`src/rtl/rv_fetch_pkg.sv`:
```
// rv_fetch_pkg: shared types and constants for the instruction fetch unit.
package rv_fetch_pkg;

   // Fetch unit control states; RUN is the reset state.
   typedef enum logic [1:0] {
      ST_RUN   = 2'd0,
      ST_FAULT = 2'd1,
      ST_IDLE  = 2'd2
   } fetch_state_t;

   // Default queue depth, which is also the in-flight credit limit.
   localparam int QDEPTH_DEFAULT = 2;

   // addi x0, x0, 0 -- instruction slot presented alongside a fetch fault.
   localparam logic [31:0] NOP_INSTR = 32'h00000013;

   // Sequential PC step; wraps naturally at 32'hFFFFFFFC -> 0.
   function automatic logic [31:0] next_pc(input logic [31:0] pc);
      return pc + 32'd4;
   endfunction

endpackage

```
`src/rtl/fetch_queue.sv`:
```
// fetch_queue: small FIFO of {pc, instr} entries with flush and occupancy count.
module fetch_queue #(
   parameter int DEPTH = 2
) (
   input  logic                           clk,
   input  logic                           reset,
   input  logic                           flush,
   input  logic                           push,
   input  logic [63:0]                    push_data,
   input  logic                           pop,
   output logic [63:0]                    head,
   output logic [$clog2(DEPTH+1)-1:0]     count
);
   localparam int CW = $clog2(DEPTH + 1);
   localparam int AW = (DEPTH > 1) ? $clog2(DEPTH) : 1;
   localparam logic [AW-1:0] LAST = AW'(DEPTH - 1);
   localparam logic [CW-1:0] FULL = DEPTH[CW-1:0];

   logic [63:0]   mem [DEPTH];
   logic [AW-1:0] rd_ptr;
   logic [AW-1:0] wr_ptr;
   logic          do_push;
   logic          do_pop;

   function automatic logic [AW-1:0] bump(input logic [AW-1:0] p);
      return (p == LAST) ? '0 : p + AW'(1);
   endfunction

   // Full/empty guards keep the pointers consistent even on a misbehaving caller.
   always_comb begin
      do_push = push && (count != FULL);
      do_pop  = pop && (count != '0);
   end

   // Pointer and occupancy update; flush empties the queue in one cycle.
   always_ff @(posedge clk) begin
      if (reset || flush) begin
         rd_ptr <= '0;
         wr_ptr <= '0;
         count  <= '0;
      end else begin
         if (do_push) wr_ptr <= bump(wr_ptr);
         if (do_pop)  rd_ptr <= bump(rd_ptr);
         count <= count + CW'(do_push) - CW'(do_pop);
      end
   end

   // Storage write; contents need no reset because count gates visibility.
   always_ff @(posedge clk) begin
      if (do_push && !flush && !reset) mem[wr_ptr] <= push_data;
   end

   assign head = mem[rd_ptr];

endmodule

```
`src/rtl/if_fetch_unit.sv`:
```
// if_fetch_unit: credit-limited instruction fetch with redirect, stale-response
// discard and a misaligned-target fault slot toward the IF/ID register.
//
// Handshakes: a fetch request transfers on any rising edge where
// imem_req_valid && imem_req_ready; once raised, imem_req_valid/imem_req_addr
// hold until the transfer except in a redirect cycle. Responses are valid-only
// (no backpressure), in order. The decode side transfers on if_valid && id_ready.
module if_fetch_unit
   import rv_fetch_pkg::*;
#(
   parameter logic [31:0] RESET_VECTOR = 32'h00000000,
   parameter int          QDEPTH       = QDEPTH_DEFAULT
) (
   input  logic         clk,
   input  logic         reset,
   output logic         imem_req_valid,
   input  logic         imem_req_ready,
   output logic [31:0]  imem_req_addr,
   input  logic         imem_rsp_valid,
   input  logic [31:0]  imem_rsp_data,
   input  logic         redirect_valid,
   input  logic [31:0]  redirect_pc,
   input  logic         id_ready,
   output logic         if_valid,
   output logic [31:0]  if_pc,
   output logic [31:0]  if_instr,
   output logic         if_fault,
   output fetch_state_t dbg_state
);
   localparam int CW = $clog2(QDEPTH + 1);
   localparam logic [CW:0] QD_W = QDEPTH[CW:0];

   fetch_state_t  state_q, state_d;
   logic [31:0]   fetch_pc_q, rsp_pc_q, fault_pc_q;
   logic [CW-1:0] outstanding_q, outstanding_d, discard_q;
   logic [CW-1:0] q_count;
   logic [63:0]   q_head;
   logic [CW:0]   inflight;
   logic          req_fire, rsp_fire, rsp_drop, rsp_keep;
   logic          q_push, q_pop, q_flush;

   fetch_queue #(.DEPTH(QDEPTH)) u_queue (
      .clk       (clk),
      .reset     (reset),
      .flush     (q_flush),
      .push      (q_push),
      .push_data ({rsp_pc_q, imem_rsp_data}),
      .pop       (q_pop),
      .head      (q_head),
      .count     (q_count)
   );

   // Memory-side bookkeeping: credit check, transfers, response routing.
   always_comb begin
      inflight       = {1'b0, outstanding_q} + {1'b0, q_count};
      imem_req_valid = !reset && (state_q == ST_RUN) && !redirect_valid && (inflight < QD_W);
      imem_req_addr  = fetch_pc_q;
      req_fire       = imem_req_valid && imem_req_ready;
      rsp_fire       = !reset && imem_rsp_valid;
      rsp_drop       = rsp_fire && (discard_q != '0);
      rsp_keep       = rsp_fire && (discard_q == '0);
      outstanding_d  = outstanding_q + CW'(req_fire) - CW'(rsp_fire);
      q_flush        = redirect_valid;
      q_push         = rsp_keep && !redirect_valid;
   end

   // Decode-side outputs per state; everything reads as zero while in reset.
   always_comb begin
      if_valid = 1'b0;
      if_pc    = '0;
      if_instr = '0;
      if_fault = 1'b0;
      if (!reset) begin
         case (state_q)
            ST_RUN: begin
               if_valid = (q_count != '0);
               if (if_valid) begin
                  if_pc    = q_head[63:32];
                  if_instr = q_head[31:0];
               end
            end
            ST_FAULT: begin
               if_valid = 1'b1;
               if_fault = 1'b1;
               if_pc    = fault_pc_q;
               if_instr = NOP_INSTR;
            end
            default: ;
         endcase
      end
      q_pop = if_valid && id_ready && (state_q == ST_RUN) && !redirect_valid;
   end

   // Next state: redirect wins; a consumed fault slot parks the unit in IDLE.
   always_comb begin
      state_d = state_q;
      if (redirect_valid) begin
         state_d = (redirect_pc[1:0] != 2'b00) ? ST_FAULT : ST_RUN;
      end else if ((state_q == ST_FAULT) && id_ready) begin
         state_d = ST_IDLE;
      end
   end

   // State register.
   always_ff @(posedge clk) begin
      if (reset) state_q <= ST_RUN;
      else       state_q <= state_d;
   end

   // PCs and credit counters; a redirect turns every remaining in-flight
   // response (after this cycle's one) into a discard.
   always_ff @(posedge clk) begin
      if (reset) begin
         fetch_pc_q    <= RESET_VECTOR;
         rsp_pc_q      <= RESET_VECTOR;
         fault_pc_q    <= '0;
         outstanding_q <= '0;
         discard_q     <= '0;
      end else begin
         outstanding_q <= outstanding_d;
         if (redirect_valid) begin
            fetch_pc_q <= redirect_pc;
            rsp_pc_q   <= redirect_pc;
            fault_pc_q <= redirect_pc;
            discard_q  <= outstanding_d;
         end else begin
            if (req_fire) fetch_pc_q <= next_pc(fetch_pc_q);
            if (rsp_keep) rsp_pc_q   <= next_pc(rsp_pc_q);
            if (rsp_drop) discard_q  <= discard_q - CW'(1);
         end
      end
   end

   assign dbg_state = state_q;

endmodule

```
`config.mk`:
```
export PLATFORM = sky130hd
export DESIGN_NAME = if_fetch_unit
export DESIGN_NICKNAME = d
export VERILOG_FILES = /design/src/rtl/rv_fetch_pkg.sv /design/src/rtl/fetch_queue.sv /design/src/rtl/if_fetch_unit.sv
export SDC_FILE = /design/constraint.sdc
export NUM_CORES = 1
export LEC_CHECK = 0
export BUFFER_PORTS_ARGS = -buffer_cell sky130_fd_sc_hd__buf_2
export CAP_MARGIN = 20
export CORE_MARGIN = 2
export CORE_UTILIZATION = 33
export CTS_CLUSTER_SIZE = 28
export DETAILED_ROUTE_END_ITERATION = 6
export SLEW_MARGIN = 20
export SYNTH_ARGS = -nofsm -noshare
export SYNTH_HDL_FRONTEND = slang
export SYNTH_SLANG_ARGS = --single-unit
```
`constraint.sdc`:
```
create_clock -name clk -period 6.2 [get_ports clk]
set_clock_uncertainty 0.2 [all_clocks]
set_input_delay 0.93 -clock clk [delete_from_list [all_inputs] [get_ports clk]]
set_output_delay 0.93 -clock clk [all_outputs]
set_load 0.005 [all_outputs]
```
# --- After elaboration in Yosys (flattened, before gate mapping) ---
# Memories as Yosys holds them, arrays and structs flattened. A register that Yosys moved wholly into a read port is not among the register bits.
# Index checks and enable logic that the tools add are counted.
classes:
  add_sub_neg: 10
  mul: 0
  div: 0
  magnitude_cmp: 1
  eq_ne: 2
  shifts: 0
  mux: 25
  bitwise: 0
  reduce_logical: 28
op_table:
  columns: ["cell", "n"]
  rows:
  - ["32-bit two-way mux", 8]
  - ["32-bit one-hot mux with 2 select lines", 2]
  - ["32-bit by 3-bit adder with 32-bit output (second input constant)", 2]
  - ["1-bit logical AND", 16]
  - ["2-bit nonzero test", 7]
  - ["1-bit two-way mux", 10]
  - ["2-bit two-way mux", 4]
  - ["2-bit by 1-bit adder with 2-bit output", 2]
  - ["2-bit zero test", 2]
  - ["2-bit by 1-bit subtractor with 2-bit output", 2]
  - ["2-bit by 2-bit adder with 3-bit output", 1]
  - ["3-bit by 2-bit less-than comparator with 1-bit output (second input constant)", 1]
  - ["1-bit adder (second input constant)", 2]
  - ["2-bit by 1-bit == test with 1-bit output (second input constant)", 1]
  - ["1-bit zero test", 2]
  - ["2-bit inequality test (second input constant)", 1]
  - ["1-bit one-hot mux with 2 select lines", 1]
  - ["2-bit by 1-bit subtractor with 2-bit output (second input constant)", 1]
  - ["1-bit logical OR", 1]
word_totals:
  regBits: 106
  latchBits: 0
  ram_bits: 128
  romBits: 0
  in_bits: 70
  output_inout_bits: 101
  wordCells: 76
  mem_count: 1
mem_list:
  columns: ["name", "words", "word_bits", "rd", "rd_clocked_by_memory_dff", "wr", "line_no", "source"]
  rows:
  - ["u_queue.mem", 2, 64, 1, 1, 1, "fetch_queue.sv:19", "logic [63:0] mem [DEPTH];"]

# --- Logic depth before layout (Yosys ltp) ---
logic_depth:
  depth_word: 9
  ltp_mapped: 13
  ltp_nobuf: 11

# --- Hierarchy ---
# Synthesis repeated with hierarchy kept, for this count alone.
hier_totals:
  cells_unflattened: 894
  hier_area_um2: 10611.4
by_module_without_submodules:
  columns: ["mod", "n_inst", "cells_per_inst", "area_per_inst_um2", "seq_area_each_um2"]
  rows:
  - ["if_fetch_unit", 1, 671, 5457.7, 2042.0]
  - ["fetch_queue", 1, 223, 5153.7, 3943.8]

# --- Worst setup path after synthesis ---
# Ideal clock, no wire load.
synth_path:
  path_type: "input -> register"
  from: "input reset"
  to: "memory u_queue.mem[0][0] (enable)"
  setup_ns: 0.494
  arrival_ns: 4.269
  required_time_ns: 5.506
  slack_ns: 1.237
  stages: 3
  path_buffers: 0
  cell_sequence: "nand4bb_1 > a21oi_1 > nor2b_1"
synth_between:
  elab_chain_len: 9
synth_rtl:
  columns: ["element", "line_no", "source"]
  rows:
  - ["from (decl)", "if_fetch_unit.sv:15", "input logic reset,"]
  - ["1-bit zero test", "if_fetch_unit.sv:59", "rsp_fire = !reset && imem_rsp_valid;"]
  - ["1-bit logical AND", "if_fetch_unit.sv:59", null]
  - ["1-bit logical AND", "if_fetch_unit.sv:61", "rsp_keep = rsp_fire && (discard_q == '0);"]
  - ["1-bit logical AND", "if_fetch_unit.sv:64", "q_push = rsp_keep && !redirect_valid;"]
  - ["1-bit logical AND", "fetch_queue.sv:31", "do_push = push && (count != FULL);"]
  - ["via u_queue.do_push", "fetch_queue.sv:22", "logic do_push;"]
  - ["1-bit logical AND (2 in a row)", "fetch_queue.sv:50", "if (do_push && !flush && !reset) mem[wr_ptr] <= push_data;"]
  - ["1-bit two-way mux", "fetch_queue.sv:50", null]
  - ["1-bit two-way mux (not written as such)", "fetch_queue.sv:50", null]
  - ["to (decl)", "fetch_queue.sv:19", null]
# The timed path passes the listed nets, and every way through them passes these cells.

# --- Worst setup path in the final report ---
layout_path:
  from: "input reset"
  to: "output if_pc[14]"
layout_between:
  elab_chain_len: 1
layout_rtl:
  columns: ["element", "line_no", "source"]
  rows:
  - ["32-bit two-way mux", "if_fetch_unit.sv:73", "if (!reset) begin"]
  - ["to (decl)", "if_fetch_unit.sv:25", "output logic [31:0] if_pc,"]
# No other way between the ends.

==> flow_summary.toml <==
[outcome]
status = "completed"

[pwr]
internal_power_uw = 2700
combPwrFrac = 0.071
switching_share = 0.235
p_clk_frac = 0.426
seqPwrFrac = 0.502
p_sw_uw = 827
pwr_density_cell_nw_per_um2 = 282
power_leakage_uw = 0.00445
ir_drop_mv = 0.160

[routing]
wl_mm = 30.5
ant_nets = 0
drt_iter0_markers = 757
dr.pass1.iters = 5
vias = 8480
drc = 0
wire_per_inst_um = 19.6
viasPerCell = 5.46

[cts]
postCtsSetupBuffers = 0
cts_tree = "done"
cts_num_sinks = 235
root_buffer = "clkbuf_16"
clock_latency_ns = 0.53
ctsHoldBuffers = 0
path_clk_slew_ns = 0.06
clock_path_buffers = 3
cts_resized = 0
htreeDepth = 1
cts_buffers = 26

[worst_setup_path]
crit_arrival_ns = 3.19
path_max_fanout = 63
start_kind = "input port"
crit_path_end_kind = "output pin"
worst_ep_required_time_ns = 5.07
rr_worst_depth = 6
critical_path_class = "input port to output pin"
startpoint = "reset"
reg2reg_from = "u_queue.count[0]"

[die]
core_area_um2 = 31400
die_h_um = 182
initial_core_util = 0.333
io_pins = 171
num_rows = 65
die_area_um2 = 33100
die_x_um = 182

[sta]
max_slew_margin = 0.262
fmax_mhz = 231
worstMarginPinSlew_ns = 1.11
rsz0062_at_grt = "no"
finalCritPeriodShare = 0.697
hold_viol = 0
min_period_ns = 4.32
drv_slew = 0
setup_tns_ns = 0
finalSetupViolations = 0
worst_slack_ns = 1.88

[final_layout]
layout_commonest_cell = "buf_2"
area_delta_synth_final_pct = 19.6
drive_above_1_share = 0.199
fin_area_um2 = 12500
layout_common_cells = "buf_2 (169), edfxtp_1 (128), nand2_1 (125)"
fin_nets = 1206

[synthesis]
synthAdderAreaFrac = 0.0103
ys_seq_area_frac = 0.572
synth-xor-area-share = 0.0167
async_flop_share = 0
synth.area.top_cells = "edfxtp_1 (37%), dfxtp_1 (20%), mux2i_1 (6.6%)"
yosysWarnings = 0
synth_mux_area_frac = 0.0660
synth_area_per_cell_um2 = 10.6
synth_compound_area_frac = 0.124
ys_ff_latch = 235
synthCells = 983
synth_ff_type = "edfxtp_1"
syn_nets = 1061
netlist_area_um2 = 10500
yosysUniqueCellTypes = 62
synth_simple_gate_area_share = 0.179
synth_top_cell_by_area = "edfxtp_1"
synth_top_area_frac = 0.368
synth_top_family_by_area = "simple AND/OR/NAND/NOR gates"
synth_edf_count = 128

[place]
place.gp.congestion = 0.867
postPlaceCellArea_um2 = 11700
dp_slack_ns = 1.86
place.port_buffers = 170
hpwl_mm = 20.7

[grt]
grt_usage = 0.180
antenna_found_initial = 3
grt_max_degree = 64
grt_pass1_wl_mm = 46.7
overflow = 0
grt_pass1_vias = 7924

[min_path]
hp-start = "rsp_pc_q[0]"
holdPathStages = 0
min_path_type = "flip-flop to flip-flop"

[run]
cap_viol_max_count = 0
## layout make-up
type | instances | area, um2
antenna | 2 | 5.00
clock buffer | 39 | 771
clock inverter | 9 | 66.3
fill | 3102 | 18900
inverter | 21 | 81.3
multi-input combinational | 665 | 4160
sequential | 235 | 5990
tap | 402 | 503
timing repair buffer | 179 | 933
## metal layers
layer  routed length [um]  share of wire  GRT usage
met1                14000           0.46      0.260
met2                13400           0.44      0.280
met3                 2390          0.079     0.0323
met4                  673          0.022     0.0481
met5                   12        0.00039          0
## power by group through the flow
stage | sequential [uW] | clock, uW | combinational [uW]
floorplan | 1780 | 0 | 150
global placement | 1800 | 0 | 248
detailed placement | 1800 | 0 | 251
CTS | 1770 | 1530 | 253
global route | 1780 | 1600 | 279
finish | 1770 | 1500 | 251
## per-stage QoR
stage               std cells  hold slack (ns)  utilization  power, uW
finish                   1552            0.256        0.399       3520
global route             1551            0.274        0.398       3660
CTS                      1550            0.264        0.398       3550
detailed placement       1502            0.250        0.372       2050
global placement         1502            0.231        0.372       2050
floorplan                 983            0.225            -       1930
## critical path, cell delays in order
cell and delay (ns):
buf_4 0.30, nor3_1 0.83, o21ai_4 0.08, buf_4 0.36, o21ai_0 0.43, buf_2 0.19
## synthesized netlist by cell type, drive strengths merged, types with 4 or more instances
cell	instances
edfxtp	128
nand2	125
dfxtp	107
nor2	74
mux2i	69
clkbuf	50
o21ai	43
a21oi	42
nand4	33
nand3	29
a31oi	23
nor3	22
inv	21
or4	15
nor4	14
o311ai	14
o211ai	13
o31ai	13
xnor2	13
a211oi	12
buf	12
and4	11
or3	9
nor2b	8
and2	7
ha	7
xor2	7
a211o	5
and3	5
nor4b	5
o311a	4
## registers in the layout, summed over array words and instances (netlist names), named ones only
signal,flops
fault_pc_q,32
u_queue.count,2
imem_req_addr,32
outstanding_q,2
discard_q,2
u_queue.wr_ptr,1
u_queue.mem,128
rsp_pc_q,32
dbg_state,2
u_queue.rd_ptr,1
## kinds of logic (layout without fill, tap and decap cells)
logic type	Yosys count	in the layout
other	0	2
adders and majority gates	8	8
and+or+nand+nor	373	373
muxes	69	69
DFF	235	235
buffers and inverters	83	248
xor gates and xnor gates	20	20
AOI/OAI and AO/OA	195	195
## worst paths after layout
check                       endpoint  slack, ns
setup / recovery           if_pc[14]       1.88
hold / removal    u_queue.mem[1][32]       0.26
setup reg to reg   imem_req_addr[20]       2.46
hold reg to reg   u_queue.mem[1][32]       0.26
(Power assumes the default switching activity.)
